[config.mk]
export PLATFORM = sky130hd
export DESIGN_NAME = cpri_txdata_pack_flat
export DESIGN_NICKNAME = d
export VERILOG_FILES = /design/src/rtl/cpri_txdata_pack_if.sv /design/src/rtl/cpri_txdata_pack.sv /design/src/flat_wrapper.sv
export SDC_FILE = /design/constraint.sdc
export NUM_CORES = 1
export LEC_CHECK = 0
export ABC_AREA = 0
export CAP_MARGIN = 10
export CORE_MARGIN = 2
export CORE_UTILIZATION = 50
export CTS_CLUSTER_SIZE = 10
export DETAILED_ROUTE_END_ITERATION = 10
export MAX_ROUTING_LAYER = met4
export PLACE_DENSITY = 0.83
export SYNTH_ARGS = -nofsm -noshare
export SYNTH_HDL_FRONTEND = slang
export SYNTH_SLANG_ARGS = --single-unit
[constraint.sdc]
create_clock -name i_clk -period 17.9 [get_ports i_clk]
set_input_delay 3.58 -clock i_clk [delete_from_list [all_inputs] [get_ports i_clk]]
set_output_delay 3.58 -clock i_clk [all_outputs]
set_load 0.05 [all_outputs]
[src/rtl/cpri_txdata_pack_if.sv]
// Handshake and data bundle for the CPRI lane TX packer: header, IQ samples in, 64-bit words out.
// master drives the header/sample inputs and downstream ready; slave is the packer itself.
interface cpri_txdata_pack_if #(
  parameter int ANT = 4,
  parameter int AW  = 12
);
  logic                i_hdr_vld;
  logic                o_hdr_rdy;
  logic [3:0]          i_pkg_type;
  logic [6:0]          i_slot_idx;
  logic [3:0]          i_symb_idx;
  logic                i_cell_idx;
  logic [63:0]         i_info_0;
  logic [7:0]          i_info_1;
  logic [ANT*32-1:0]   i_iq_data;
  logic                i_iq_vld;
  logic                i_iq_last;
  logic                o_iq_rdy;
  logic [63:0]         o_tx_data;
  logic [AW-1:0]       o_tx_addr;
  logic                o_tx_vld;
  logic                o_tx_last;
  logic                i_tx_rdy;
  logic                o_len_err;

  modport master (
    output i_hdr_vld, i_pkg_type, i_slot_idx, i_symb_idx, i_cell_idx, i_info_0, i_info_1,
    output i_iq_data, i_iq_vld, i_iq_last, i_tx_rdy,
    input  o_hdr_rdy, o_iq_rdy, o_tx_data, o_tx_addr, o_tx_vld, o_tx_last, o_len_err
  );

  modport slave (
    input  i_hdr_vld, i_pkg_type, i_slot_idx, i_symb_idx, i_cell_idx, i_info_0, i_info_1,
    input  i_iq_data, i_iq_vld, i_iq_last, i_tx_rdy,
    output o_hdr_rdy, o_iq_rdy, o_tx_data, o_tx_addr, o_tx_vld, o_tx_last, o_len_err
  );
endinterface

[src/rtl/cpri_txdata_pack.sv]
// Packs one symbol (2 header words + ANT/2 words per IQ sample) into 64-bit CPRI words; HDR0 valid 1 cycle after header accept.
// Output words are registered-stable under i_tx_rdy backpressure; a one-sample buffer refills with no bubble when ready stays high.
module cpri_txdata_pack #(
  parameter int ANT     = 4,
  parameter int SAMPLES = 1584,
  parameter int AW      = 12
) (
  input  logic               i_clk,
  input  logic               i_reset_n,
  cpri_txdata_pack_if.slave  bus
);

  typedef enum logic [1:0] {IDLE, HDR0, HDR1, IQ} state_e;

  localparam int HALF = ANT / 2;
  localparam int WW   = (HALF > 1) ? $clog2(HALF) : 1;
  localparam int CW   = (SAMPLES > 1) ? $clog2(SAMPLES) : 1;
  localparam logic [WW-1:0] W_LAST   = WW'(HALF - 1);
  localparam logic [CW-1:0] CNT_LAST = CW'(SAMPLES - 1);

  logic [1:0] rst_sync_q;
  logic       rst_n;

  // Assertion is immediate; release is aligned to i_clk.
  always_ff @(posedge i_clk or negedge i_reset_n) begin
    if (!i_reset_n) rst_sync_q <= 2'b00;
    else            rst_sync_q <= {rst_sync_q[0], 1'b1};
  end
  assign rst_n = rst_sync_q[1];

  state_e            state_q, state_d;
  logic [3:0]        pkg_q, pkg_d;
  logic [6:0]        slot_q, slot_d;
  logic [3:0]        symb_q, symb_d;
  logic              cell_q, cell_d;
  logic [47:0]       info0_q, info0_d;
  logic [7:0]        info1_q, info1_d;
  logic [ANT*32-1:0] buf_q, buf_d;
  logic              full_q, full_d;
  logic              blast_q, blast_d;
  logic [WW-1:0]     w_q, w_d;
  logic [CW-1:0]     cnt_q, cnt_d;
  logic [AW-1:0]     addr_q, addr_d;

  logic        tx_vld, tx_xfer, tx_last, iq_rdy, iq_acc, eos, len_err;
  logic [63:0] tx_data;
  logic        info0_unused;

  assign info0_unused = ^bus.i_info_0[63:48];

  always_comb begin
    tx_vld  = (state_q == HDR0) || (state_q == HDR1) || ((state_q == IQ) && full_q);
    tx_xfer = tx_vld && bus.i_tx_rdy;
    tx_last = (state_q == IQ) && full_q && blast_q && (w_q == W_LAST);
    // The final word of a symbol must not pull in a sample that belongs to the next one.
    iq_rdy  = (state_q == IQ) &&
              (!full_q || ((w_q == W_LAST) && tx_xfer && !blast_q));
    iq_acc  = bus.i_iq_vld && iq_rdy;
    eos     = bus.i_iq_last || (cnt_q == CNT_LAST);
    len_err = iq_acc && (bus.i_iq_last ? (cnt_q != CNT_LAST) : (cnt_q == CNT_LAST));

    tx_data = '0;
    case (state_q)
      HDR0:    tx_data = {pkg_q, slot_q, symb_q, cell_q, info0_q};
      HDR1:    tx_data = {56'b0, info1_q};
      IQ:      if (full_q) tx_data = buf_q[{w_q, 6'b0} +: 64];
      default: tx_data = '0;
    endcase
  end

  always_comb begin
    state_d = state_q;
    pkg_d   = pkg_q;
    slot_d  = slot_q;
    symb_d  = symb_q;
    cell_d  = cell_q;
    info0_d = info0_q;
    info1_d = info1_q;
    buf_d   = buf_q;
    full_d  = full_q;
    blast_d = blast_q;
    w_d     = w_q;
    cnt_d   = cnt_q;
    addr_d  = addr_q;

    case (state_q)
      IDLE: begin
        if (bus.i_hdr_vld) begin
          pkg_d   = bus.i_pkg_type;
          slot_d  = bus.i_slot_idx;
          symb_d  = bus.i_symb_idx;
          cell_d  = bus.i_cell_idx;
          info0_d = bus.i_info_0[47:0];
          info1_d = bus.i_info_1;
          addr_d  = '0;
          state_d = HDR0;
        end
      end
      HDR0: begin
        if (tx_xfer) begin
          addr_d  = addr_q + AW'(1);
          state_d = HDR1;
        end
      end
      HDR1: begin
        if (tx_xfer) begin
          addr_d  = addr_q + AW'(1);
          state_d = IQ;
        end
      end
      IQ: begin
        if (tx_xfer) begin
          addr_d = addr_q + AW'(1);
          if (w_q == W_LAST) begin
            w_d    = '0;
            full_d = 1'b0;
            if (blast_q) begin
              blast_d = 1'b0;
              addr_d  = '0;
              state_d = IDLE;
            end
          end else begin
            w_d = w_q + WW'(1);
          end
        end
        if (iq_acc) begin
          buf_d   = bus.i_iq_data;
          full_d  = 1'b1;
          blast_d = eos;
          cnt_d   = eos ? '0 : cnt_q + CW'(1);
        end
      end
      default: state_d = IDLE;
    endcase
  end

  always_ff @(posedge i_clk or negedge rst_n) begin
    if (!rst_n) begin
      state_q <= IDLE;
      pkg_q   <= '0;
      slot_q  <= '0;
      symb_q  <= '0;
      cell_q  <= 1'b0;
      info0_q <= '0;
      info1_q <= '0;
      buf_q   <= '0;
      full_q  <= 1'b0;
      blast_q <= 1'b0;
      w_q     <= '0;
      cnt_q   <= '0;
      addr_q  <= '0;
    end else begin
      state_q <= state_d;
      pkg_q   <= pkg_d;
      slot_q  <= slot_d;
      symb_q  <= symb_d;
      cell_q  <= cell_d;
      info0_q <= info0_d;
      info1_q <= info1_d;
      buf_q   <= buf_d;
      full_q  <= full_d;
      blast_q <= blast_d;
      w_q     <= w_d;
      cnt_q   <= cnt_d;
      addr_q  <= addr_d;
    end
  end

  assign bus.o_hdr_rdy = (state_q == IDLE);
  assign bus.o_iq_rdy  = iq_rdy;
  assign bus.o_tx_data = tx_data;
  assign bus.o_tx_addr = addr_q;
  assign bus.o_tx_vld  = tx_vld;
  assign bus.o_tx_last = tx_last;
  assign bus.o_len_err = len_err;

endmodule

[src/flat_wrapper.sv]
// flat-port wrapper written by rule: the top's interface ports become plain ports
module cpri_txdata_pack_flat 
#(
  parameter int ANT     = 4,
  parameter int SAMPLES = 1584,
  parameter int AW      = 12
)
  (i_clk, i_reset_n, bus_i_hdr_vld, bus_i_pkg_type, bus_i_slot_idx, bus_i_symb_idx, bus_i_cell_idx, bus_i_info_0, bus_i_info_1, bus_i_iq_data, bus_i_iq_vld, bus_i_iq_last, bus_i_tx_rdy, bus_o_hdr_rdy, bus_o_iq_rdy, bus_o_tx_data, bus_o_tx_addr, bus_o_tx_vld, bus_o_tx_last, bus_o_len_err);
  cpri_txdata_pack_if #(.ANT(ANT), .AW(AW)) bus_i ();
  input  logic i_clk;
  input  logic i_reset_n;
  input wire logic [$bits(bus_i.i_hdr_vld)-1:0] bus_i_hdr_vld;
  input wire logic [$bits(bus_i.i_pkg_type)-1:0] bus_i_pkg_type;
  input wire logic [$bits(bus_i.i_slot_idx)-1:0] bus_i_slot_idx;
  input wire logic [$bits(bus_i.i_symb_idx)-1:0] bus_i_symb_idx;
  input wire logic [$bits(bus_i.i_cell_idx)-1:0] bus_i_cell_idx;
  input wire logic [$bits(bus_i.i_info_0)-1:0] bus_i_info_0;
  input wire logic [$bits(bus_i.i_info_1)-1:0] bus_i_info_1;
  input wire logic [$bits(bus_i.i_iq_data)-1:0] bus_i_iq_data;
  input wire logic [$bits(bus_i.i_iq_vld)-1:0] bus_i_iq_vld;
  input wire logic [$bits(bus_i.i_iq_last)-1:0] bus_i_iq_last;
  input wire logic [$bits(bus_i.i_tx_rdy)-1:0] bus_i_tx_rdy;
  output wire logic [$bits(bus_i.o_hdr_rdy)-1:0] bus_o_hdr_rdy;
  output wire logic [$bits(bus_i.o_iq_rdy)-1:0] bus_o_iq_rdy;
  output wire logic [$bits(bus_i.o_tx_data)-1:0] bus_o_tx_data;
  output wire logic [$bits(bus_i.o_tx_addr)-1:0] bus_o_tx_addr;
  output wire logic [$bits(bus_i.o_tx_vld)-1:0] bus_o_tx_vld;
  output wire logic [$bits(bus_i.o_tx_last)-1:0] bus_o_tx_last;
  output wire logic [$bits(bus_i.o_len_err)-1:0] bus_o_len_err;
  assign bus_i.i_hdr_vld = bus_i_hdr_vld;
  assign bus_i.i_pkg_type = bus_i_pkg_type;
  assign bus_i.i_slot_idx = bus_i_slot_idx;
  assign bus_i.i_symb_idx = bus_i_symb_idx;
  assign bus_i.i_cell_idx = bus_i_cell_idx;
  assign bus_i.i_info_0 = bus_i_info_0;
  assign bus_i.i_info_1 = bus_i_info_1;
  assign bus_i.i_iq_data = bus_i_iq_data;
  assign bus_i.i_iq_vld = bus_i_iq_vld;
  assign bus_i.i_iq_last = bus_i_iq_last;
  assign bus_i.i_tx_rdy = bus_i_tx_rdy;
  assign bus_o_hdr_rdy = bus_i.o_hdr_rdy;
  assign bus_o_iq_rdy = bus_i.o_iq_rdy;
  assign bus_o_tx_data = bus_i.o_tx_data;
  assign bus_o_tx_addr = bus_i.o_tx_addr;
  assign bus_o_tx_vld = bus_i.o_tx_vld;
  assign bus_o_tx_last = bus_i.o_tx_last;
  assign bus_o_len_err = bus_i.o_len_err;
  cpri_txdata_pack #(.ANT(ANT), .SAMPLES(SAMPLES), .AW(AW)) u_core (.i_clk(i_clk), .i_reset_n(i_reset_n), .bus(bus_i));
endmodule
# After elaboration in Yosys (flattened, before gate mapping)
# Index checks and enable logic that the tools add are counted.
[totals] regBits=230 input_bits=222 out_inout_bits=81 elab_cells=77
[op_classes] n_reduce_logical=25 shift=1 n_eq_ne=12 add_sub_neg=3 muxes=22
[ops] cell="$pmux W64 S3" n=1
[ops] cell="$shiftx A128 B8 Y64" n=1
[ops] cell="$mux W64" n=1
[ops] cell="$mux W12" n=5
[ops] cell="$pmux W12 S3" n=1
[ops] cell="$add A12 B1 Y12 const B" n=1
[ops] cell="$mux W2" n=6
[ops] cell="$ne A2 B1 Y1 const B" n=6
[ops] cell="$add A11 B1 Y11 const B" n=1
[ops] cell="$eq A11 B11 Y1 const B" n=1
[ops] cell="$mux W11" n=1
[ops] cell="$ne A11 B11 Y1 const B" n=1
[ops] cell="$logic_and A1 B1 Y1" n=9
[ops] cell="$pmux W2 S4" n=1
[ops] cell="$mux W1" n=6
[ops] cell="$reduce_and A2 Y1" n=3
[ops] cell="$reduce_and A3 Y1" n=2
[ops] cell="$reduce_and A6 Y1" n=1
[ops] cell="$eq A2 B2 Y1 const B" n=2
[ops] cell="$logic_or A1 B1 Y1" n=4
[ops] cell="$reduce_bool A2 Y1" n=2
[ops] cell="$eq A2 B1 Y1 const B" n=1
[ops] cell="$logic_not A1 Y1" n=2
[ops] cell="$logic_not A2 Y1" n=1
[ops] cell="other kinds (3)" n=3

# Logic depth before layout (Yosys ltp)
# Gate-level depths: netlist (run 1).
[depth] ltp_word=11 depth_mapped=9 depth_no_buf=8

# Least setup slack after synthesis (run 1)
# OpenSTA, ideal clock, no wires.
[synth_path] path_type="in2out" startpoint="input port bus_i_tx_rdy" endpoint="output port bus_o_len_err" path_slack_ns=9.674 required_ns=14.320 path_buffers=2 arrival_time_ns=4.646 stages=5 cell_sequence="and3b_1 -> o211a_1 -> buf_4 -> buf_2 -> and2_1"
[synth_via] elab_chain_len=7
[synth_lines] element="start: declaration" line_no="flat_wrapper.sv:22" text="input wire logic [$bits(bus_i.i_tx_rdy)-1:0] bus_i_tx_rdy;"
[synth_lines] element="$logic_and A1 B1 Y1" line_no="cpri_txdata_pack.sv:53" text="tx_xfer = tx_vld && bus.i_tx_rdy;"
[synth_lines] element="$logic_and A1 B1 Y1 (2 in a row)" line_no="cpri_txdata_pack.sv:57" text="(!full_q || ((w_q == W_LAST) && tx_xfer && !blast_q));"
[synth_lines] element="$logic_or A1 B1 Y1" line_no="cpri_txdata_pack.sv:57"
[synth_lines] element="$logic_and A1 B1 Y1" line_no="cpri_txdata_pack.sv:56" text="iq_rdy = (state_q == IQ) &&"
[synth_lines] element="$logic_and A1 B1 Y1" line_no="cpri_txdata_pack.sv:58" text="iq_acc = bus.i_iq_vld && iq_rdy;"
[synth_lines] element="$logic_and A1 B1 Y1" line_no="cpri_txdata_pack.sv:60" text="len_err = iq_acc && (bus.i_iq_last ? (cnt_q != CNT_LAST) : (cnt_q == CNT_LAST));"
[synth_lines] element="end: declaration" line_no="flat_wrapper.sv:29" text="output wire logic [$bits(bus_i.o_len_err)-1:0] bus_o_len_err;"
# No other way between the ends.

# Worst setup path in the final report (run 1)
# Ends and elaborated chain as after synthesis.

==> metrics.txt, run 1 <==
status=finished clean; via count=9042; post-synth top area share=53.21%; Max Cap Viol=0; GRT overflow=0; CP endpoint kind=output pin; final net count=roughly 1600; Starting Density=around 51%; Post-synth EDFFs=0; Tightest Pin Transition=approximately 1200 ps; pwr dens=183.9 mW/mm²; HPWL Detailed=19090 µm; RSZ-0062 raised after global routing=false; Setup Buffers After CTS=0; clk_lat worst skew=roughly 530 ps; gr usage total=between 20% and 30%; vias in the first global route=about 9100; Fin Setup TNS=0 ps; Die ar.=approximately 0.023 mm²; worst vdd ir=0.1357 mV; Die X=151.1 µm; largest net degree at the start of global routing=80; reg2reg path depth=7; clock tree from TritonCTS=done; pre-CTS setup slack=8256 ps; Detail Route Antenna Nets=0; syn_area_per_cell=9.824 µm²; Yosys Warn Count=0; cell area after synthesis=0.01082 mm²; cts repair resizes=0; Required @ worst endpoint=14320 ps; main flop type after synthesis=dfrtp_1; endpoints failing setup=0; Boundary Pins=303; FFs w/ async S/R, synth=100.0%; num rows=53; WL final=30210 µm; die height=151.1 µm; Clock Tree Root=clkbuf_16; final slew viol count=0; Post-synth top cells=nand2_1, dfrtp_1, mux2_2, nor2_1, a22oi_1; ratio of cells with drive above 1 in the final layout=14.12%; WL/cell=~18 µm; period utilization=53.75%; synth unique cells=48; Setup CP Type=input port to output pin; # H-tree levels=1; Max-slew headroom=22.83%; Final min period=9622 ps; antenna violations before repair=0; number of synthesized register bits=230; sequential area share after synthesis=53.21%; area leader, netlist=dfrtp_1; clk slew on worst S/H paths=50 ps; Fin Clk Skew=slightly below 10 ps; startpoint types=input port; Vias per Instance=5.527; worst hold path class=flip-flop to flip-flop; slack of the critical path=8278 ps; gp weighted congestion=between 0.8 and 0.9; Syn Inst Count=1101; first-pass GRT wire length=roughly 47000 µm; final hold violation count=0; top-count cell post-synth=nand2_1; Detailed Route Iter0 Violations=636; hold path cells=0; Leak=6.619 nW; syn_nets=1330; core footprint=around 0.021 mm²; port buffer count=286; CTS buffer count=27; Area contributors post-synth=dfrtp_1, mux2_2, nand2_1; DR DRC count=0; fmax=around 100 MHz; Synth-to-Final Area Change=33.63%; hold_buf cts=0; drt first pass iters=6; clock sink count=230; crit path DAT=6040 ps; maximum fanout along the worst path=60; Clock Tree Buf Depth=3
worst paths after layout:
path,end,startpoint,slack (ps)
worst max-delay path,bus_o_len_err,bus_i_tx_rdy,8280
worst min-delay path,u_core.rst_sync_q[1],u_core.rst_sync_q[0],350
worst max register to register,u_core.bus.o_tx_addr[6],u_core.state_q[0],14500
worst min register to register,u_core.rst_sync_q[1],u_core.rst_sync_q[0],350
max in group asynchronous,u_core.rst_sync_q[1],i_reset_n,14540
min in group asynchronous,u_core.info1_q[6],u_core.rst_sync_q[1],370
where the power goes:
group / switching (mW) / internal [mW]
clock: 0.201 / 0.279
sequential: 0.138 / 0.755
combinational: 0.773 / 0.513
sequential cells by signal, summed over array words and instances (netlist names):
register and cells:
u_core.buf_q 128, u_core.info1_q 8, u_core.cell_q 1, u_core.rst_sync_q 2
u_core.slot_q 7, u_core.blast_q 1, u_core.symb_q 4, u_core.full_q 1
u_core.pkg_q 4, u_core.cnt_q 11, u_core.info0_q 48, u_core.w_q 1
u_core.bus.o_tx_addr 12, u_core.state_q 2
worst max-delay path, cell delays in order:
cell and delay (ps):
clkdlybuf4s50_1 500, and3b_1 280, o211a_4 650, and2_1 220, clkdlybuf4s50_1 800
layer usage:
metal | track usage (%) | up-vias | part of all wire, % | routed length (µm)
met5 | - | - | 0 | 0
li1 | - | 4175 | - | -
met3 | 6.717 | 59 | 9.4 | 2839
met4 | 8.131 | 0 | 2.5 | 745
met2 | 44.14 | 400 | 48 | 14360
met1 | 32.27 | 4408 | 41 | 12260
through the flow:
stage / util (%) / total power, mW / cell area [µm²] / instances / hold slack [ps]
2_1_floorplan: - / 1.790 / 10820 / 1101 / 331.2
3_3_place_gp: 64.83 / 2.134 / 13710 / 1598 / 339.5
3_5_place_dp: 64.83 / 2.174 / 13710 / 1598 / 346.5
4_1_cts: 68.31 / 2.666 / 14450 / 1635 / 358.8
5_1_grt: 68.31 / 2.811 / 14450 / 1635 / 368.8
6_report: 68.33 / 2.658 / 14450 / 1636 / 354.8
kinds of logic after synthesis:
family / count (synthesis) / synth area share, %
simple gates: 514 / 18.76
flops: 230 / 53.21
mux: 140 / 14.53
compound gates: 124 / 8.317
buf+inv: 84 / 4.257
fa+ha+maj: 7 / 0.8097
other cells: 1 / 0.03467
xor+xnor: 1 / 0.08099
cells in the final DEF (no fill, tap or decap), types with 2 or more instances in the layout:
master / synthesis / layout
nand2_1: 405 / 404
clkdlybuf4s50_1: 0 / 286
dfrtp_1: 230 / 228
mux2_2: 136 / 136
nor2_1: 68 / 68
a22oi_1: 56 / 56
clkbuf_16: 0 / 27
o21ai_0: 19 / 19
nand3_1: 14 / 14
inv_1: 10 / 10
buf_4: 7 / 10
a222oi_1: 8 / 8
a21oi_1: 7 / 7
clkbuf_1: 20 / 7
o31ai_1: 6 / 6
nand4_1: 5 / 5
o21ai_1: 5 / 5
ha_1: 7 / 5
and2_1: 4 / 4
or3_1: 4 / 4
mux2i_1: 4 / 4
and4_1: 3 / 3
o21a_1: 3 / 3
and3_1: 3 / 3
o211ai_1: 2 / 2
or4_1: 2 / 2
o22ai_1: 2 / 2
a211oi_1: 2 / 2
o41ai_1: 2 / 2
ha_2: 0 / 2
clkbuf_8: 0 / 2
dfrtp_4: 0 / 2
area by class of cell:
cell class	count	area, µm²
Fill cell	1588	6700
Sequential cell	230	5763
Multi-Input combinational cell	787	4631
Timing Repair Buffer	296	2938
Clock buffer	36	729.5
Tap cell	275	344.1
Inverter	10	37.54
Clock inverter	1	8.758
Antenna cell	1	2.502
Note: power is estimated with default switching activity, not from simulation.
==> run 2: changes to the inputs <==
--- a/config.mk
+++ b/config.mk
@@ -8,11 +8,11 @@
 export ABC_AREA = 0
 export CAP_MARGIN = 10
 export CORE_MARGIN = 2
-export CORE_UTILIZATION = 50
+export CORE_UTILIZATION = 44
 export CTS_CLUSTER_SIZE = 10
 export DETAILED_ROUTE_END_ITERATION = 10
 export MAX_ROUTING_LAYER = met4
-export PLACE_DENSITY = 0.83
+export PLACE_DENSITY = 0.77
 export SYNTH_ARGS = -nofsm -noshare
 export SYNTH_HDL_FRONTEND = slang
 export SYNTH_SLANG_ARGS = --single-unit
==> constraint.sdc (replaced) <==
create_clock -name i_clk -period 8 [get_ports i_clk]
set_input_delay 1.6 -clock i_clk [delete_from_list [all_inputs] [get_ports i_clk]]
set_output_delay 1.6 -clock i_clk [all_outputs]
set_load 0.05 [all_outputs]
==> run 2 against run 1 <==
Effect of this change: die area is 13% higher; critical path depth stayed put; clock skew is 0.68 ps lower; total power is 120% higher; core utilization is 8.6 points lower; clock-buffer cell count is 3 lower; critical endpoint unchanged.
==> metrics.txt, run 2 (synthesis gave the netlist of run 1 again) <==
status=finished clean; dpl cell area=0.01377 mm² (+0.39%); Layout Cells excl Fill=1681 (+2.8%); drt first pass iters=5 (-1); Fin Clk Skew=9.042 ps (-0.6770 ps); final core occ=59.75% (-8.6 points); critical path's largest stage delay=810 ps (about the same); # H-tree levels=1 (unchanged); hold_buf cts=0 (unchanged); port buffer count=286 (unchanged); crit path DAT=3980 ps (-2060 ps); final hold violation count=0 (unchanged); Final min period=5580 ps; clk_lat worst skew=530 ps (about the same); pre-CTS setup slack=2390 ps (-5866 ps); Slowest-stage cell, CP=clkdlybuf4s50_1; WL/cell=17.74 µm (-3.9%); clock sink count=230 (unchanged); largest net degree at the start of global routing=92 (+15%); Setup CP Type=input port to output pin; core footprint=0.02425 mm² (+15%); placed insts=1646 (+3.0%); gp weighted congestion=0.8314 (+2.1%); Max Cap Viol=0 (unchanged); CP endpoint kind=output pin; final slew viol count=0 (unchanged); final instance area=0.01449 mm² (+0.24%); Starting Density=44.61% (-6.5 points); Setup Buffers After CTS=0 (unchanged); startpoint types=input port; antenna violations before repair=0 (unchanged); Biggest register=u_core.buf_q; Max-slew headroom=25.00% (+2.2 points); Vias per Instance=5.259 (-4.8%); num rows=57 (+7.5%); Clock Tree Root=clkbuf_16; commonest non-fill, non-tap cell in the layout=nand2_1; clk slew on worst S/H paths=50 ps (about the same); cts repair resizes=0 (unchanged); clock tree from TritonCTS=done; Clock Tree Buf Depth=3 (unchanged); WL final=29830 µm (-1.3%); Die X=160.8 µm (+6.4%); maximum fanout along the worst path=50 (-17%); Detail Route Antenna Nets=0 (unchanged); Leak=6.608 nW (-0.16%); HPWL Detailed=18980 µm (-0.56%); Tightest Pin Transition=1125 ps (-32.66 ps); fmax=179.2 MHz; RSZ-0062 raised after global routing=false; Synth-to-Final Area Change=33.95%; via count=8841 (-2.2%); gr usage total=23.33% (-3.3 points); Largest register FFs=128 (unchanged); n_diodes=0 (-1); slack of the critical path=2420 ps (-5858 ps); most frequent cells in the layout=nand2_1, clkdlybuf4s50_1, dfrtp_1, mux2_2, nor2_1; Die ar.=0.02585 mm² (+13%); ratio of cells with drive above 1 in the final layout=14.08% (-0.042 points); final net count=1580 (-0.063%); DR DRC count=0 (unchanged); worst hold path class=flip-flop to flip-flop; worst vdd ir=0.2452 mV (+81%); Fin Setup TNS=0 ps (unchanged); die height=160.8 µm (+6.4%); Detailed Route Iter0 Violations=470 (-26%); crit-path cells=clkdlybuf4s50_1, and3b_1, o211a_4, and2_1, clkdlybuf4s50_1; Required @ worst endpoint=6400 ps (-7920 ps); period utilization=69.74%; GRT overflow=0 (unchanged); first-pass GRT wire length=47150 µm (+1.2%); vias in the first global route=9031 (-1.2%); CTS buffer count=27 (unchanged); endpoints failing setup=0 (unchanged); most used cell, CP=clkdlybuf4s50_1; pwr dens=408.9 mW/mm² (+120%); Boundary Pins=303 (unchanged)
[run 2: changes by cell type in the layout (fill, tap and decap cells not counted), sizes merged]
cell,change
clkinv,+1
buf,-1
clkbuf,-3
diode,-1
[run 2: critical path: cells and delay by family]
kind	cells	cell delay (ps)
buffers and inverters	2	1320
AOI/OAI and AO/OA	1	560
and+or+nand+nor	2	490
[run 2: routing by layer]
layer  wire length (µm)  part of all wire (%)  global-route usage (%)
met3               2347                   7.9                   5.217
met1              12470                    42                   30.05
met2              14160                    47                   37.21
met4                850                   2.8                   6.940
met5                  0                     0                       -
[run 2: layout make-up]
class	count	area, µm²
multi-input cells	787	4631
clock inverters	2	13.76
fillers	2059	9759
repair buffers	295	2930
flip-flops and latches	230	5763
well taps	324	405.4
clock buffers	33	708.2
inverters	10	37.54
[run 2: stage by stage]
step	hold WS (ps)	power (mW)
finish	348.1	5.925
detailed placement	340.3	4.866
CTS	351.8	5.966
floorplan	331.2	4.004
global route	364.7	6.296
global placement	334.6	4.789
[run 2: worst paths after layout]
kind	cells past startpoint	slack [ps]	endpoint	start
max	5	2420	bus_o_len_err	bus_i_tx_rdy
min	0	350	u_core.rst_sync_q[1]	u_core.rst_sync_q[0]
max reg2reg	5	4780	u_core.cnt_q[5]	u_core.w_q
min reg2reg	0	350	u_core.rst_sync_q[1]	u_core.rst_sync_q[0]
max in group asynchronous	1	5870	u_core.w_q	u_core.rst_sync_q[1]
min in group asynchronous	0	520	u_core.buf_q[2]	u_core.rst_sync_q[1]
[run 2: power by group]
group          internal (mW)  leakage, nW  switching [mW]
Combinational           1.14         3.41            1.71
Clock                  0.611        0.354           0.450
Sequential              1.69         2.85           0.320
